==> src/rtl/alu7_pkg.sv <==
// Shared types for the 7-bit ALU result path: operation tag and buffered entry layout.
package alu7_pkg;

   localparam int ALU7_W = 7;

   typedef enum logic {
      OP_NAND = 1'b0,
      OP_ROL  = 1'b1
   } alu7_op_e;

   typedef struct packed {
      alu7_op_e          op;
      logic [ALU7_W-1:0] result;
      logic              zero;
      logic              parity;
   } alu7_entry_t;

endpackage

==> src/rtl/alu7_flags.sv <==
// Combinational zero/parity flag generator for a 7-bit ALU result.
module alu7_flags
   import alu7_pkg::*;
(
   input  logic [ALU7_W-1:0] value,
   output logic              zero,
   output logic              parity
);

   always_comb begin
      zero   = (value == '0);
      parity = ^value;
   end

endmodule

==> src/rtl/alu7_result_stage.sv <==
// Registered 2-entry result buffer behind the 7-bit ALU with a delivered-result counter.
// Optional flag logic is built when ALU7_FLAGS_EN is defined.
module alu7_result_stage
   import alu7_pkg::*;
#(
   parameter int DEPTH = 2,
   parameter int CNT_W = 8
)(
   input  logic              clk,
   input  logic              rst_n,
   input  logic              in_valid,
   output logic              in_ready,
   input  logic              in_op,
   input  logic [ALU7_W-1:0] in_result,
   output logic              out_valid,
   input  logic              out_ready,
   output logic              out_op,
   output logic [ALU7_W-1:0] out_result,
   output logic              out_zero,
   output logic              out_parity,
   input  logic              cnt_clr,
   output logic [CNT_W-1:0]  dlv_cnt
);

   alu7_entry_t mem [DEPTH];
   alu7_entry_t head;
   alu7_entry_t wr_entry;
   logic        wptr;
   logic        rptr;
   logic [1:0]  count;
   logic        push;
   logic        pop;
   logic        in_zero;
   logic        in_parity;

`ifdef ALU7_FLAGS_EN
   alu7_flags u_flags (
      .value  (in_result),
      .zero   (in_zero),
      .parity (in_parity)
   );
`else
   // Flag bits are written as constant 0, so their storage collapses away.
   assign in_zero   = 1'b0;
   assign in_parity = 1'b0;
`endif

   always_comb begin
      in_ready  = (count != 2'(DEPTH));
      out_valid = (count != '0);
      push      = in_valid & in_ready;
      pop       = out_valid & out_ready;
      head      = mem[rptr];
      wr_entry  = '{op: alu7_op_e'(in_op), result: in_result,
                    zero: in_zero, parity: in_parity};
   end

   assign out_op     = head.op;
   assign out_result = head.result;
   assign out_zero   = head.zero;
   assign out_parity = head.parity;

   always_ff @(posedge clk or negedge rst_n) begin
      if (!rst_n) begin
         for (int unsigned i = 0; i < DEPTH; i++) begin
            mem[i] <= '0;
         end
      end else if (push) begin
         mem[wptr] <= wr_entry;
      end
   end

   always_ff @(posedge clk or negedge rst_n) begin
      if (!rst_n) begin
         wptr  <= 1'b0;
         rptr  <= 1'b0;
         count <= '0;
      end else begin
         if (push) wptr <= ~wptr;
         if (pop)  rptr <= ~rptr;
         case ({push, pop})
            2'b10:   count <= count + 2'd1;
            2'b01:   count <= count - 2'd1;
            default: count <= count;
         endcase
      end
   end

   // A clear on the same edge as a pop takes priority; that pop goes uncounted.
   always_ff @(posedge clk or negedge rst_n) begin
      if (!rst_n) begin
         dlv_cnt <= '0;
      end else if (cnt_clr) begin
         dlv_cnt <= '0;
      end else if (pop) begin
         dlv_cnt <= dlv_cnt + 1'b1;
      end
   end

endmodule

==> config.mk <==
export PLATFORM = sky130hd
export DESIGN_NAME = alu7_result_stage
export DESIGN_NICKNAME = d
export VERILOG_FILES = /design/src/rtl/alu7_pkg.sv /design/src/rtl/alu7_flags.sv /design/src/rtl/alu7_result_stage.sv
export SDC_FILE = /design/constraint.sdc
export NUM_CORES = 1
export LEC_CHECK = 0
export ABC_CLOCK_PERIOD_IN_PS = 2000
export BUFFER_PORTS_ARGS = -buffer_cell sky130_fd_sc_hd__buf_2
export CORE_ASPECT_RATIO = 1.75
export CORE_MARGIN = 2
export CORE_UTILIZATION = 34
export DETAILED_ROUTE_END_ITERATION = 6
export GPL_TIMING_DRIVEN = 0
export PLACE_DENSITY = 0.55
export SLEW_MARGIN = 20
export SYNTH_ARGS = -nofsm -noshare
export SYNTH_HDL_FRONTEND = slang
export SYNTH_SLANG_ARGS = --single-unit
==> constraint.sdc <==
create_clock -name clk -period 2 [get_ports clk]
set_input_delay 0.3 -clock clk [delete_from_list [all_inputs] [get_ports clk]]
set_output_delay 0.3 -clock clk [all_outputs]
set_load 0.03 [all_outputs]
-- After elaboration in Yosys (flattened, before gate mapping)
Cells that the tools add are included.
- register bits: 32
- bits of input ports: 13
- output and inout port bits: 20
- word-level logic and storage cells: 40
- add/sub/neg operators: 3
- magnitude comparators: 3
- eq/ne operators: 3
- muxes and demuxes: 9
- bitwise operators: 6
- reduce and logical (&&, ||, !) cells: 4
- operators with widths (cell ; count):
    $mux 10 ; 4
    $bwmux 20 ; 1
    $mux 8 ; 2
    $demux 10 s1 ; 1
    $add 8x1->8 const B ; 1
    $reduce_bool 2->1 ; 3
    $ge 2x2->1 const B ; 2
    $not 1->2 ; 2
    $pmux 2 s2 ; 1
    $add 2x1->2 const B ; 1
    $and 1x1->1 ; 2
    $eq 2x1->1 const B ; 1
    $eq 2x2->1 const B ; 1
    $lt 2x1->1 const B ; 1
    $ne 2x2->1 const B ; 1
    $not 1->1 ; 2
    $sub 2x1->2 const B ; 1
    $logic_and 1x1->1 ; 1

-- Longest topological paths before layout
- depth in word-level cells: 6
- depth in mapped cells: 7
- depth with buffers taken out: 6

-- Worst setup path after synthesis
Ideal clock, no wire load.
- path kind: reg-to-reg
- start point: register count[0]
- end point: register mem[12] (netlist name)
- setup time: 0.128 ns
- arrival time: 1.422 ns
- required time: 1.872 ns
- path slack: 0.450 ns
- stages on the path, launching flop included: 6
- path buffers: 2
- period minus slack after synthesis: 1.550 ns
- path through: dfrtp_1 -> buf_6 -> nand2b_2 -> and3b_1 -> buf_2 -> mux2_1
- longest elaborated chain between the ends: 2
- RTL lines (element ; RTL line ; source):
    start, declared ; alu7_result_stage.sv:30 ; logic [1:0] count;
    start signal, assigned ; alu7_result_stage.sv:82 ; 2'b10: count <= count + 2'd1;
    start signal, assigned ; alu7_result_stage.sv:83 ; 2'b01: count <= count - 2'd1;
    start signal, assigned ; alu7_result_stage.sv:84 ; default: count <= count;
    $ne 2x2->1 ; alu7_result_stage.sv:49 ; in_ready = (count != 2'(DEPTH));
    net in_ready ; alu7_result_stage.sv:12 ; output logic in_ready,
    $and 1x1->1 ; alu7_result_stage.sv:51 ; push = in_valid & in_ready;
    end signal, assigned by index ; alu7_result_stage.sv:69 ; mem[wptr] <= wr_entry;
    end, declared ; alu7_result_stage.sv:25 ; alu7_entry_t mem [DEPTH];
The timed path passes the listed nets, and every way through them passes these cells.
A chain may end at the register's enable or synchronous reset.

-- Worst setup path after layout
- start point: register rptr
- end point: output port out_result[3]
- longest elaborated chain between the ends: 4
- RTL lines (element ; RTL line ; source):
    start, declared ; alu7_result_stage.sv:29 ; logic rptr;
    start signal, assigned ; alu7_result_stage.sv:80 ; if (pop) rptr <= ~rptr;
    $not 1->2 (not written as such) ; alu7_result_stage.sv:53 ; head = mem[rptr];
    $mux 10 (not written as such) (3 in a row) ; alu7_result_stage.sv:53 ;
    end, declared ; alu7_result_stage.sv:18 ; output logic [ALU7_W-1:0] out_result,
No other way between the ends. The select of a mux whose other input is x is not followed.

==> flow_summary.json <==
{
  "outcome": "completed",
  "ys_ff_latch": 28,
  "tritoncts": "built",
  "die_area_sq_mm": 0.00440,
  "grt_pass1_vias": 915,
  "p_total_uw": 2440,
  "cp_top_family": "flip-flops",
  "dp_slack_ns": 0.359,
  "critPathLaunchType": "register",
  "yosys_warnings": 0,
  "final_hold_viol_count": 0,
  "r2r_start": "count[1]",
  "synth_cell_types": 31,
  "crit_type": "register to output pin",
  "min_path_type": "input pin to async pin",
  "grt_max_degree": 29,
  "syn_area_per_cell_sq_um": 12.9,
  "tns_ns": 0,
  "cts_buffers": 3,
  "die_x_um": 51.0,
  "syn_area_sq_mm": 0.00132,
  "path_max_fanout": 9,
  "grtUsageMet2_pct": 20.7,
  "synth-main-ff-cell": "dfrtp_1",
  "postRouteAntennaNets": 0,
  "grt_pass1_wl_um": 4110,
  "drv_slew": 0,
  "grtUsageMet3_pct": 1.90,
  "synth_top_cell_area_share_pct": 53.3,
  "synthCells": 102,
  "crit_slowest_cell": "dfrtp_1",
  "setup.worst_path.end": "out_result[3]",
  "max_stage_delay_ns": 0.62,
  "crit_buf_inv": 1,
  "start_util_pct": 35.9,
  "synth_edf_count": 0,
  "fillers": 367,
  "ff2ff_setup_slack_ns": 0.41,
  "io_buffer_count": 29,
  "worstPathArrival_ns": 1.44,
  "avgRoutedWirePerCell_um": 13.6,
  "power_density_mw_per_mm2": 1550,
  "max_freq_mhz": 575,
  "crit_cells": 2,
  "cts_max_path_buffers": 2,
  "setup.worst_path.start": "rptr",
  "synthArstFlopShare_pct": 100,
  "die_h_um": 86.3,
  "grtUsageTotal_pct": 11.9,
  "vias_per_cell": 4.83,
  "rsz0062_at_grt": "no",
  "cp-end-kind": "output pin",
  "post_cts.repair.setup_buffers": 0,
  "routed_wirelength_um": 2460,
  "core_area_sq_mm": 0.00366,
  "busiest_layer": "met2",
  "finalWorstSetupSlack_ns": 0.260,
  "drt_iter0_drc": 26,
  "htreeDepth": 1,
  "setup_viol": 0,
  "cap_violations": 0,
  "synthTopCellsByCount": "28 x dfrtp_1, 16 x mux2_2, 8 x mux2_1",
  "cp_cell_sequence": "mux2_2 -> buf_2",
  "synthToLayoutAreaGrowth_pct": 19.6,
  "slew_headroom_pct": 58.8,
  "ioPinCount": 33,
  "clk_pin_slew_worst_paths_ns": 0.09,
  "fin_nets": 151,
  "insertion_delay_ns": 0.26,
  "place_hpwl_um": 1840,
  "cts_sinks": 28,
  "vias": 875,
  "worst_pin_slew_ns": 0.618,
  "yosysMostFrequentCell": "dfrtp_1",
  "gp_congestion": 0.651,
  "ys_top_cells_by_area": "dfrtp_1 53%, mux2_2 14%, mux2_1 6.9%, xnor2_1 2.7%, xor2_1 2.0%",
  "postPlaceCellArea_sq_mm": 0.00152,
  "use_met1_pct": 14.7,
  "period_needed_ns": 1.74,
  "required_ns": 1.70,
  "cts_root_buf": "clkbuf_8",
  "cts_resized": 0,
  "ctsHoldBuffers": 0,
  "ys_seq_area_share_pct": 53.3,
  "n_antenna_cell": 0,
  "ff2ff_path_depth": 5,
  "overflow": 0,
  "drc": 0,
  "antenna_found_initial": 0,
  "r2r_end": "count[1]",
  "num_rows": 29,
  "seqCellArea_sq_um": 701,
  "p_leak_uw": 0.000726,
  "fin_crit_sh_pct": 87.0,
  "multi_input_area_sq_um": 576,
  "layout-drive-gt1-share_pct": 43.0,
  "ir_drop_v": 0.000611,
  "synth_top_area_cell": "dfrtp_1",
  "firstDrtPassIters": 2,
  "skew_ns": 0.00285,
  "fin_area_sq_mm": 0.00157
}
logic make-up after synthesis:
kind of cell             count (synthesis)  share of synthesized area, %
flip-flops                              28                          53.3
multiplexers                            25                          21.3
AND/OR/NAND/NOR                         21                          9.32
AO/OA/AOI/OAI                           11                          5.99
XOR/XNOR                                 7                          4.66
buffers and inverters                    7                          3.23
adder cells (fa/ha/maj)                  2                          1.90
other                                    1                         0.285
where the power goes:
| part | internal (uW) | switching (uW) | total [uW] | leakage, uW |
|---|---|---|---|---|
| Sequential | 789 | 169 | 958 | 0.000346 |
| Clock | 176 | 159 | 334 | 0.0000288 |
| Combinational | 509 | 635 | 1140 | 0.000352 |
| Total | 1470 | 963 | 2440 | 0.000726 |
registers in the layout, indices dropped and copies added (netlist names):
signal   cells
mem         16
dlv_cnt      8
count        2
rptr         1
wptr         1
final cells by class:
type                       instances  area share (%)
inverter                           1           0.239
multi-input combinational         68            36.6
tap                               46            3.66
buffer                             5            2.23
clock buffer                       4            3.50
timing repair buffer              29            9.23
sequential                        28            44.6
per-layer routing:
| layer | wire length, um | part of all wire (%) |
|---|---|---|
| met5 | 0 | 0 |
| met4 | 18 | 0.73 |
| met1 | 1010 | 41 |
| met2 | 1300 | 53 |
| met3 | 138 | 5.6 |
through the flow:
step           utilization (%)  hold WS [ns]  cells
4_1_cts                   43.0        0.0606    182
2_1_floorplan                -       0.00441    103
3_5_place_dp              41.5         0.356    178
5_1_grt                   42.9        0.0841    181
3_3_place_gp              41.5         0.343    178
6_report                  42.9        0.0417    181
cell usage in the layout, fill, tap and decap left out:
| cell type | netlist | layout |
|---|---|---|
| a21oi_1 | 4 | 4 |
| and3b_1 | 1 | 1 |
| buf_1 | 1 | 1 |
| buf_2 | 1 | 30 |
| buf_4 | 2 | 2 |
| buf_6 | 1 | 1 |
| clkbuf_8 | 0 | 4 |
| conb_1 | 1 | 2 |
| dfrtp_1 | 28 | 28 |
| ha_1 | 2 | 2 |
| inv_1 | 1 | 1 |
| mux2_1 | 8 | 8 |
| mux2_2 | 16 | 16 |
| mux2i_1 | 1 | 1 |
| nand2_1 | 3 | 3 |
| nand2b_1 | 1 | 1 |
| nand2b_2 | 1 | 1 |
| nand3_1 | 1 | 1 |
| nand3_2 | 1 | 1 |
| nand4_1 | 2 | 2 |
| nor2_1 | 5 | 5 |
| o211ai_2 | 1 | 1 |
| o21ai_0 | 2 | 2 |
| o21ai_1 | 1 | 1 |
| o21ai_4 | 1 | 1 |
| o31ai_1 | 2 | 2 |
| or2_2 | 1 | 1 |
| or3_1 | 2 | 2 |
| or4_1 | 3 | 3 |
| xnor2_1 | 4 | 4 |
| xor2_1 | 3 | 3 |
how the worst min path moves through the flow:
stage                           to  startpoint  slack (ns)
after floorplan           count[0]       rst_n       0.004
after global placement      mem[3]       rst_n        0.34
after detailed placement    mem[3]       rst_n        0.36
after CTS                   mem[6]       rst_n        0.06
after global routing        mem[5]       rst_n        0.08
final                       mem[3]       rst_n        0.04
Power figures use the tool's default switching activity.
